## src/rtl/unsat_clause_collector_pkg.sv

```systemverilog
// Shared types for the unsat clause collector and the downstream selector.
// Optional feature macro: UNSAT_CLAUSE_COLLECTOR_SAT_FLAG_EN (see top level).
package unsat_clause_collector_pkg;

   localparam int NSAT                  = 3;
   localparam int LITERAL_ADDRESS_WIDTH = 12;
   localparam int CLAUSE_WIDTH          = NSAT * LITERAL_ADDRESS_WIDTH;

   typedef logic [CLAUSE_WIDTH-1:0] clause_t;

   typedef enum logic [1:0] {
      STATE_IDLE = 2'd0,
      STATE_SCAN = 2'd1,
      STATE_DONE = 2'd2
   } state_e;

   // A clause is unsatisfied when none of its literals is currently true.
   function automatic logic clause_is_unsat(input logic [NSAT-1:0] lit_true);
      return lit_true == '0;
   endfunction

endpackage

```

## src/rtl/unsat_clause_collector_if.sv

```systemverilog
// Clause stream, FIFO drain port and status bundle of the collector.
// sat_o exists only when UNSAT_CLAUSE_COLLECTOR_SAT_FLAG_EN is defined.
interface unsat_clause_collector_if
   import unsat_clause_collector_pkg::*;
   #(parameter int COUNT_WIDTH = 12) ();

   // Clause beat transfers on a rising edge where clause_valid_i && clause_ready_o;
   // valid may rise without waiting for ready, and ready never depends on valid.
   logic                   start_i;
   logic                   flush_i;
   logic                   clause_valid_i;
   clause_t                clause_i;
   logic [NSAT-1:0]        lit_true_i;
   logic                   clause_last_i;
   logic                   clause_ready_o;
   logic                   fifo_read_i;
   logic                   fifo_empty_o;
   clause_t                fifo_clause_o;
   logic [COUNT_WIDTH-1:0] unsat_count_o;
   logic                   busy_o;
   logic                   done_o;
   logic [1:0]             state_dbg;
`ifdef UNSAT_CLAUSE_COLLECTOR_SAT_FLAG_EN
   logic                   sat_o;
`endif

   modport master (
      output start_i, flush_i, clause_valid_i, clause_i, lit_true_i, clause_last_i,
             fifo_read_i,
      input  clause_ready_o, fifo_empty_o, fifo_clause_o, unsat_count_o, busy_o,
             done_o, state_dbg
`ifdef UNSAT_CLAUSE_COLLECTOR_SAT_FLAG_EN
      , input sat_o
`endif
   );

   modport slave (
      input  start_i, flush_i, clause_valid_i, clause_i, lit_true_i, clause_last_i,
             fifo_read_i,
      output clause_ready_o, fifo_empty_o, fifo_clause_o, unsat_count_o, busy_o,
             done_o, state_dbg
`ifdef UNSAT_CLAUSE_COLLECTOR_SAT_FLAG_EN
      , output sat_o
`endif
   );

endinterface

```

## src/rtl/unsat_fifo_fwft.sv

```systemverilog
// First-word-fall-through FIFO of unsat clauses; the head entry is visible
// combinationally whenever the FIFO is not empty, and reads as zero when empty.
module unsat_fifo_fwft
   import unsat_clause_collector_pkg::*;
   #(parameter int DEPTH = 64)
   (
      input  logic    clk,
      input  logic    reset,
      input  logic    flush,
      input  logic    push,
      input  clause_t push_data,
      input  logic    pop,
      output logic    full,
      output logic    empty,
      output clause_t head
   );

   localparam int             AW         = $clog2(DEPTH);
   localparam logic [AW:0]    FULL_COUNT = (AW+1)'(DEPTH);

   clause_t        mem [DEPTH];
   logic [AW-1:0]  wr_ptr;
   logic [AW-1:0]  rd_ptr;
   logic [AW:0]    occupancy;
   logic           push_en;
   logic           pop_en;

   assign full    = (occupancy == FULL_COUNT);
   assign empty   = (occupancy == '0);
   // Full is judged before any pop this cycle, so a full FIFO never pushes through.
   assign push_en = push && !full;
   assign pop_en  = pop && !empty;
   assign head    = empty ? '0 : mem[rd_ptr];

   always_ff @(posedge clk) begin
      if (push_en && !flush) begin
         mem[wr_ptr] <= push_data;
      end
   end

   always_ff @(posedge clk) begin
      if (!reset || flush) begin
         wr_ptr    <= '0;
         rd_ptr    <= '0;
         occupancy <= '0;
      end else begin
         if (push_en) wr_ptr <= wr_ptr + 1'b1;
         if (pop_en)  rd_ptr <= rd_ptr + 1'b1;
         case ({push_en, pop_en})
            2'b10:   occupancy <= occupancy + 1'b1;
            2'b01:   occupancy <= occupancy - 1'b1;
            default: occupancy <= occupancy;
         endcase
      end
   end

endmodule

```

## src/rtl/unsat_clause_collector.sv

```systemverilog
// Scans one pass of clauses and queues every clause with no true literal.
// Define UNSAT_CLAUSE_COLLECTOR_SAT_FLAG_EN to add the sat_o solution pulse.
module unsat_clause_collector
   import unsat_clause_collector_pkg::*;
   #(
      parameter int FIFO_DEPTH  = 64,
      parameter int COUNT_WIDTH = 12
   )
   (
      input  logic                     clk,
      input  logic                     reset,
      unsat_clause_collector_if.slave  bus
   );

   localparam logic [1:0] S_IDLE = STATE_IDLE;
   localparam logic [1:0] S_SCAN = STATE_SCAN;
   localparam logic [1:0] S_DONE = STATE_DONE;

   logic [1:0]             state;
   logic [1:0]             state_next;
   logic [COUNT_WIDTH-1:0] unsat_count;
   logic                   fifo_full;
   logic                   fifo_empty;
   clause_t                fifo_head;
   logic                   accept;
   logic                   unsat_beat;

   assign bus.clause_ready_o = (state == S_SCAN) && !fifo_full;
   assign accept             = bus.clause_valid_i && bus.clause_ready_o;
   assign unsat_beat         = accept && clause_is_unsat(bus.lit_true_i);

   always_comb begin
      state_next = state;
      case (state)
         S_IDLE:  if (bus.start_i) state_next = S_SCAN;
         S_SCAN:  if (accept && bus.clause_last_i) state_next = S_DONE;
         S_DONE:  state_next = S_IDLE;
         default: state_next = S_IDLE;
      endcase
   end

   always_ff @(posedge clk) begin
      if (!reset) state <= S_IDLE;
      else        state <= state_next;
   end

   // Cleared on the start edge; flush leaves it untouched.
   always_ff @(posedge clk) begin
      if (!reset) begin
         unsat_count <= '0;
      end else if (state == S_IDLE && bus.start_i) begin
         unsat_count <= '0;
      end else if (unsat_beat && unsat_count != '1) begin
         unsat_count <= unsat_count + 1'b1;
      end
   end

   unsat_fifo_fwft #(.DEPTH(FIFO_DEPTH)) u_fifo (
      .clk       (clk),
      .reset     (reset),
      .flush     (bus.flush_i),
      .push      (unsat_beat),
      .push_data (bus.clause_i),
      .pop       (bus.fifo_read_i),
      .full      (fifo_full),
      .empty     (fifo_empty),
      .head      (fifo_head)
   );

   assign bus.fifo_empty_o  = fifo_empty;
   assign bus.fifo_clause_o = fifo_head;
   assign bus.unsat_count_o = unsat_count;
   assign bus.busy_o        = (state != S_IDLE);
   assign bus.done_o        = (state == S_DONE);
   assign bus.state_dbg     = state;

`ifdef UNSAT_CLAUSE_COLLECTOR_SAT_FLAG_EN
   assign bus.sat_o = (state == S_DONE) && (unsat_count == '0);
`endif

endmodule

```

## src/flat_wrapper.sv

```systemverilog
// flat-port wrapper written by rule: the top's interface ports become plain ports
module unsat_clause_collector_flat import unsat_clause_collector_pkg::*;
#(
      parameter int FIFO_DEPTH  = 64,
      parameter int COUNT_WIDTH = 12
   )
  (clk, reset, bus_start_i, bus_flush_i, bus_clause_valid_i, bus_clause_i, bus_lit_true_i, bus_clause_last_i, bus_fifo_read_i, bus_clause_ready_o, bus_fifo_empty_o, bus_fifo_clause_o, bus_unsat_count_o, bus_busy_o, bus_done_o, bus_state_dbg);
  unsat_clause_collector_if #(.COUNT_WIDTH(COUNT_WIDTH)) bus_i ();
  input  logic clk;
  input  logic reset;
  input wire logic [$bits(bus_i.start_i)-1:0] bus_start_i;
  input wire logic [$bits(bus_i.flush_i)-1:0] bus_flush_i;
  input wire logic [$bits(bus_i.clause_valid_i)-1:0] bus_clause_valid_i;
  input wire logic [$bits(bus_i.clause_i)-1:0] bus_clause_i;
  input wire logic [$bits(bus_i.lit_true_i)-1:0] bus_lit_true_i;
  input wire logic [$bits(bus_i.clause_last_i)-1:0] bus_clause_last_i;
  input wire logic [$bits(bus_i.fifo_read_i)-1:0] bus_fifo_read_i;
  output wire logic [$bits(bus_i.clause_ready_o)-1:0] bus_clause_ready_o;
  output wire logic [$bits(bus_i.fifo_empty_o)-1:0] bus_fifo_empty_o;
  output wire logic [$bits(bus_i.fifo_clause_o)-1:0] bus_fifo_clause_o;
  output wire logic [$bits(bus_i.unsat_count_o)-1:0] bus_unsat_count_o;
  output wire logic [$bits(bus_i.busy_o)-1:0] bus_busy_o;
  output wire logic [$bits(bus_i.done_o)-1:0] bus_done_o;
  output wire logic [$bits(bus_i.state_dbg)-1:0] bus_state_dbg;
  assign bus_i.start_i = bus_start_i;
  assign bus_i.flush_i = bus_flush_i;
  assign bus_i.clause_valid_i = bus_clause_valid_i;
  assign bus_i.clause_i = bus_clause_i;
  assign bus_i.lit_true_i = bus_lit_true_i;
  assign bus_i.clause_last_i = bus_clause_last_i;
  assign bus_i.fifo_read_i = bus_fifo_read_i;
  assign bus_clause_ready_o = bus_i.clause_ready_o;
  assign bus_fifo_empty_o = bus_i.fifo_empty_o;
  assign bus_fifo_clause_o = bus_i.fifo_clause_o;
  assign bus_unsat_count_o = bus_i.unsat_count_o;
  assign bus_busy_o = bus_i.busy_o;
  assign bus_done_o = bus_i.done_o;
  assign bus_state_dbg = bus_i.state_dbg;
  unsat_clause_collector #(.FIFO_DEPTH(FIFO_DEPTH), .COUNT_WIDTH(COUNT_WIDTH)) u_core (.clk(clk), .reset(reset), .bus(bus_i));
endmodule
```

## config.mk

```make
export PLATFORM = sky130hd
export DESIGN_NAME = unsat_clause_collector_flat
export DESIGN_NICKNAME = d
export VERILOG_FILES = /design/src/rtl/unsat_clause_collector_pkg.sv /design/src/rtl/unsat_clause_collector_if.sv /design/src/rtl/unsat_fifo_fwft.sv /design/src/rtl/unsat_clause_collector.sv /design/src/flat_wrapper.sv
export SDC_FILE = /design/constraint.sdc
export NUM_CORES = 2
export LEC_CHECK = 0
export CAP_MARGIN = 20
export CORE_MARGIN = 5
export CORE_UTILIZATION = 35
export DETAILED_ROUTE_END_ITERATION = 8
export HOLD_SLACK_MARGIN = 0.15
export PLACE_DENSITY = 0.56
export SETUP_SLACK_MARGIN = 0.5
export SYNTH_ARGS = -nofsm -noshare
export SYNTH_HDL_FRONTEND = slang
export SYNTH_SLANG_ARGS = --single-unit
```

## constraint.sdc

```tcl
create_clock -name clk -period 5.1 [get_ports clk]
set_clock_uncertainty 0.05 [all_clocks]
set_input_delay 0.765 -clock clk [delete_from_list [all_inputs] [get_ports clk]]
set_output_delay 0.765 -clock clk [all_outputs]
set_load 0.05 [all_outputs]
```

==> report_table.html <==
<table>
<tr><th>Metric</th><th>Value</th></tr>
<tr><th colspan="2">Clock network</th></tr>
<tr><td>Buffer depth of the longest clock path</td><td>3</td></tr>
<tr><td>Clock root buffer</td><td>sky130_fd_sc_hd__clkbuf_16</td></tr>
<tr><td>Number of H-tree levels</td><td>4</td></tr>
<tr><td>Register clock-pin slew on the reported worst setup and hold paths</td><td>0.06 ns</td></tr>
<tr><td>Total CTS buffers</td><td>231</td></tr>
<tr><td>Number of clock sinks</td><td>between 2000 and 2500</td></tr>
<tr><td>Clock insertion delay at the later pin of the skew report</td><td>approximately 0.85 ns</td></tr>
<tr><td>TritonCTS clock tree</td><td>done</td></tr>
<tr><th colspan="2">Placed design</th></tr>
<tr><td>Cell Count Post-Placement</td><td>about 7400</td></tr>
<tr><td>Detailed placer's ending HPWL</td><td>about 140 mm</td></tr>
<tr><td>Count of port buffers added during placement</td><td>a little under 100</td></tr>
<tr><td>Worst slack, placed</td><td>about 0.42 ns</td></tr>
<tr><td>Gpl congestion</td><td>around 0.75</td></tr>
<tr><th colspan="2">Pwr</th></tr>
<tr><td>Switching power summed over all nets</td><td>roughly 7.7 mW</td></tr>
<tr><td>Relative contribution of sequential cells to total power</td><td>roughly 56%</td></tr>
<tr><td>Post-layout power</td><td>about 38 mW</td></tr>
<tr><td>Internal</td><td>slightly above 30 mW</td></tr>
<tr><td>Portion of total power attributed to the clock network</td><td>between 40% and 50%</td></tr>
<tr><td>Switching power as a share of total power</td><td>approximately a fifth</td></tr>
<tr><td>Leak</td><td>31.9 nW</td></tr>
<tr><td>Largest vdd supply drop</td><td>about 0.36 mV</td></tr>
<tr><td>Gate power share</td><td>under 10%</td></tr>
<tr><td>Power per cell area</td><td>358 mW/mm²</td></tr>
<tr><th colspan="2">Yosys</th></tr>
<tr><td>Number of synthesized register bits</td><td>roughly 2300</td></tr>
<tr><td>Most used standard cell by instance count after synthesis</td><td>sky130_fd_sc_hd__edfxtp_1</td></tr>
<tr><td>Cell area after technology mapping</td><td>roughly 0.09 mm²</td></tr>
<tr><td>Post-synth top area share</td><td>between 70 and 80%</td></tr>
<tr><td>Post-synth ARST share</td><td>0%</td></tr>
<tr><td>Average cell area after synthesis</td><td>roughly 23 µm²</td></tr>
<tr><td>EDFF count, synth</td><td>around 2300</td></tr>
<tr><td>Post-Syn Nets</td><td>3928</td></tr>
<tr><td>Yosys cell types</td><td>55</td></tr>
<tr><td>Synth warn</td><td>0</td></tr>
<tr><td>Library cell occupying the most area in the post-synthesis netlist</td><td>sky130_fd_sc_hd__edfxtp_1</td></tr>
<tr><td>Gate count after technology mapping</td><td>3872</td></tr>
<tr><td>Sequential element share of the synthesized area</td><td>just under 80%</td></tr>
<tr><td>Most instantiated flip-flop cell in the synthesis netlist</td><td>sky130_fd_sc_hd__edfxtp_1</td></tr>
<tr><td>Cells taking the most area after synthesis</td><td>sky130_fd_sc_hd__edfxtp_1, sky130_fd_sc_hd__mux4_2, sky130_fd_sc_hd__mux2i_1</td></tr>
<tr><td>Top cells by count, synth</td><td>sky130_fd_sc_hd__edfxtp_1, sky130_fd_sc_hd__mux4_2, sky130_fd_sc_hd__mux2i_1, sky130_fd_sc_hd__nor2_1, sky130_fd_sc_hd__buf_2</td></tr>
<tr><th colspan="2">Worst setup path</th></tr>
<tr><td>Required time reported for the critical path endpoint</td><td>4.28 ns</td></tr>
<tr><td>Critical Path Fanout Max</td><td>14</td></tr>
<tr><td>Critical Path AT</td><td>approximately 3.7 ns</td></tr>
<tr><td>Setup slack of the worst register-to-register path</td><td>around 0.77 ns</td></tr>
<tr><td>Worst setup path end</td><td>bus_fifo_clause_o[19]</td></tr>
<tr><td>Length in cells of the worst reg-to-reg path</td><td>12</td></tr>
<tr><td>List of cells traversed by the critical path</td><td>buf_16, buf_12, buf_12, buf_16, buf_12, mux4_2, mux2i_2, a211oi_1, buf_4, a21oi_4, nand3_4, buf_4</td></tr>
<tr><td>Max incr delay on CP</td><td>0.50 ns</td></tr>
<tr><td>Library cell appearing most often on the critical path</td><td>sky130_fd_sc_hd__buf_12</td></tr>
<tr><td>Critical path capture point type</td><td>output pin</td></tr>
<tr><td>Crit-path slowest cell</td><td>sky130_fd_sc_hd__mux4_2</td></tr>
<tr><td>Worst r2r dst</td><td>u_core.u_fifo.occupancy[6]</td></tr>
<tr><td>Type of element launching the critical path</td><td>flop</td></tr>
<tr><td>Worst reg2reg startpoint</td><td>u_core.bus.state_dbg[1]</td></tr>
<tr><td>Type of the worst setup path</td><td>flop to output pin</td></tr>
<tr><th colspan="2">Detailed routing</th></tr>
<tr><td>Number of detailed-route iterations in the first pass</td><td>5</td></tr>
<tr><td>Via density per instance</td><td>between 5 and 6</td></tr>
<tr><td>Average wire per cell in the routed design</td><td>around 33 µm</td></tr>
<tr><td>DRC viols</td><td>0</td></tr>
<tr><td>Via count</td><td>44200</td></tr>
<tr><td>Antenna Violating Nets Remaining</td><td>0</td></tr>
<tr><td>Detailed-route wire length</td><td>259 mm</td></tr>
<tr><td>Violation count after the first detailed-route iteration</td><td>approximately 5300</td></tr>
<tr><th colspan="2">Layout</th></tr>
<tr><td>Ratio of cells with drive above 1 in the final layout</td><td>between 30% and 40%</td></tr>
<tr><td>Nets</td><td>4390</td></tr>
<tr><td>Non-Filler Instances</td><td>7931</td></tr>
<tr><td>Area Overhead vs Synth</td><td>18.4%</td></tr>
<tr><td>Count of filler cells inserted in the layout</td><td>between 20000 and 25000</td></tr>
<tr><td>Share of the core filled with cells</td><td>around two fifths</td></tr>
<tr><th colspan="2">Timing</th></tr>
<tr><td>Peak clock frequency supported by timing</td><td>approximately 0.22 GHz</td></tr>
<tr><td>Setup repair after global routing missed its margin</td><td>true</td></tr>
<tr><td>Final Critical Period</td><td>4.55 ns</td></tr>
<tr><td>Hold Violations, Final</td><td>0</td></tr>
<tr><td>Accumulated negative setup slack</td><td>0 ns</td></tr>
<tr><td>Headroom to the max-slew limit</td><td>25.2%</td></tr>
<tr><td>Count of final setup violators</td><td>0</td></tr>
<tr><td>Ratio of final minimum period to clock period</td><td>between 80% and 90%</td></tr>
<tr><td>Final worst slack</td><td>roughly 0.55 ns</td></tr>
<tr><td>Tightest Pin Transition</td><td>~1.1 ns</td></tr>
<tr><td>Number of max-slew violations in the final report</td><td>0</td></tr>
<tr><th colspan="2">Die</th></tr>
<tr><td>Number of placed I/O pins</td><td>100</td></tr>
<tr><td>Horizontal die dimension</td><td>about 520 µm</td></tr>
<tr><td>Die Y-Extent</td><td>approximately 520 µm</td></tr>
<tr><td>Cell Rows</td><td>~190</td></tr>
<tr><td>Core Area</td><td>between 0.2 and 0.3 mm²</td></tr>
<tr><td>Die area</td><td>between 0.2 and 0.3 mm²</td></tr>
<tr><td>Effective utilization at floorplan</td><td>a little over a third</td></tr>
<tr><th colspan="2">Worst hold path</th></tr>
<tr><td>Worst min-delay path class</td><td>input port to flop</td></tr>
<tr><th colspan="2">Global routing</th></tr>
<tr><td>Global-route wire length before repair</td><td>about 350 mm</td></tr>
<tr><td>Total routing usage reported by global routing</td><td>roughly a fifth</td></tr>
<tr><td>Antenna violations before repair</td><td>18</td></tr>
<tr><td>Via count of the first global-routing pass</td><td>44200</td></tr>
<tr><td>Gr ovfl total</td><td>0</td></tr>
<tr><td>Largest net degree at the start of global routing</td><td>between 70 and 80</td></tr>
<tr><th colspan="2">Job</th></tr>
<tr><td>Number of max-capacitance violations reported</td><td>0</td></tr>
<tr><th colspan="2">Outcome</th></tr>
<tr><td>Status</td><td>finished clean</td></tr>
</table>
kinds of logic after synthesis:
family          share of synthesized area, %
compound gates                          1.48
xor+xnor                               0.204
flops                                   77.8
mux                                     17.4
simple gates                            1.64
fa+ha+maj                              0.147
buf+inv                                 1.33
worst max-delay path, delay by kind of cell, from the launching register on:
kind	cells	cell delay, ns
buf+inv	7	1.17
flops	1	0.42
compound gates	2	0.41
mux	2	0.73
simple gates	1	0.15
layer usage:
layer,wire (µm),share of wire (%),track usage (%)
met1,105000,40,26.1
met2,121000,47,29.7
met3,25200,9.7,5.54
met4,7980,3.1,5.78
met5,55,0.021,0
registers in the layout, indices dropped and copies added, names as in the netlist, named ones only:
name,flops
u_core.u_fifo.mem,2304
u_core.bus.unsat_count_o,12
u_core.u_fifo.occupancy,7
u_core.u_fifo.rd_ptr,6
u_core.u_fifo.wr_ptr,6
u_core.bus.state_dbg,2
placed cells by master, fill, tap and decap left out, types with 7 or more instances in the layout:
cell / synthesis / final
sky130_fd_sc_hd__edfxtp_1: 2304 / 2304
sky130_fd_sc_hd__mux4_2: 636 / 636
sky130_fd_sc_hd__clkbuf_16: 0 / 239
sky130_fd_sc_hd__buf_4: 50 / 232
sky130_fd_sc_hd__mux2i_1: 116 / 109
sky130_fd_sc_hd__buf_12: 0 / 77
sky130_fd_sc_hd__nor2_4: 0 / 66
sky130_fd_sc_hd__clkbuf_1: 60 / 59
sky130_fd_sc_hd__clkinv_1: 2 / 56
sky130_fd_sc_hd__clkinv_2: 0 / 47
sky130_fd_sc_hd__nor2_1: 116 / 45
sky130_fd_sc_hd__nor2b_1: 42 / 40
sky130_fd_sc_hd__a21oi_1: 49 / 37
sky130_fd_sc_hd__nand2_1: 43 / 37
sky130_fd_sc_hd__buf_2: 61 / 37
sky130_fd_sc_hd__a211oi_1: 38 / 33
sky130_fd_sc_hd__dfxtp_1: 39 / 33
sky130_fd_sc_hd__a22oi_1: 31 / 30
sky130_fd_sc_hd__clkdlybuf4s50_1: 0 / 27
sky130_fd_sc_hd__nand3_1: 25 / 24
sky130_fd_sc_hd__buf_16: 0 / 23
sky130_fd_sc_hd__nor3_1: 25 / 20
sky130_fd_sc_hd__mux2_2: 18 / 17
sky130_fd_sc_hd__nand4_1: 16 / 16
sky130_fd_sc_hd__buf_6: 13 / 15
sky130_fd_sc_hd__o21ai_0: 18 / 14
sky130_fd_sc_hd__xor2_1: 14 / 14
sky130_fd_sc_hd__bufinv_16: 0 / 14
sky130_fd_sc_hd__o22ai_1: 14 / 13
sky130_fd_sc_hd__diode_2: 0 / 11
sky130_fd_sc_hd__clkinv_16: 0 / 11
sky130_fd_sc_hd__bufbuf_16: 0 / 11
sky130_fd_sc_hd__inv_1: 10 / 10
sky130_fd_sc_hd__ha_1: 9 / 9
sky130_fd_sc_hd__clkinvlp_4: 0 / 8
sky130_fd_sc_hd__nand2b_1: 7 / 7
sky130_fd_sc_hd__a21oi_2: 0 / 7
sky130_fd_sc_hd__xnor2_1: 7 / 7
repair_timing:
| action | in CTS | in global routing |
|---|---|---|
| hold endpoints to repair | 0 | 16 |
| resized for setup | 118 | 31 |
| buffers inserted | 33 | 27 |
| hold buffers | 0 | 3 |
| cloned | 15 | 7 |
| setup endpoints to repair | 37 | 22 |
| pin swaps | 7 | 11 |
how the worst min path moves through the flow:
| stage | slack, ns | end | cells past startpoint | startpoint |
|---|---|---|---|---|
| 2_1_floorplan | 0.42 | u_core.u_fifo.occupancy[6] | 2 | u_core.u_fifo.occupancy[6] |
| 3_3_place_gp | 0.44 | u_core.bus.state_dbg[0] | 1 | u_core.bus.state_dbg[1] |
| 3_5_place_dp | 0.46 | u_core.bus.state_dbg[0] | 1 | u_core.bus.state_dbg[1] |
| 4_1_cts | 0.31 | u_core.u_fifo.mem[28][20] | 1 | bus_clause_i[20] |
| 5_1_grt | 0.15 | u_core.u_fifo.mem[62][29] | 1 | bus_clause_i[29] |
| 6_report | 0.20 | u_core.u_fifo.mem[62][29] | 1 | bus_clause_i[29] |
power groups by stage:
| stage | sequential, mW | clock (mW) | combinational [mW] |
|---|---|---|---|
| after floorplan | 21.6 | 0 | 0.0410 |
| after global placement | 21.5 | 0 | 0.350 |
| after detailed placement | 21.6 | 0 | 0.375 |
| after CTS | 21.1 | 16.8 | 0.378 |
| after global routing | 21.1 | 17.7 | 0.450 |
| final | 21.1 | 16.5 | 0.420 |
final cells by class:
type | count | area (µm²) | share of cell area [%]
clock inverter | 143 | 1350 | 1.27
inverter | 12 | 50.0 | 0.0470
sequential | 2343 | 70000 | 65.7
timing repair buffer | 439 | 5200 | 4.88
clock buffer | 292 | 6040 | 5.67
antenna | 11 | 27.5 | 0.0258
multi-input combinational | 1307 | 19600 | 18.4
tap | 3384 | 4230 | 3.98
stage by stage:
step                hold WS [ns]  instance area, µm²
finish                     0.197              107000
global placement           0.442               96800
global route               0.153              106000
CTS                        0.306              105000
floorplan                  0.422               90000
detailed placement         0.455               96800
Power figures use the tool's default switching activity.
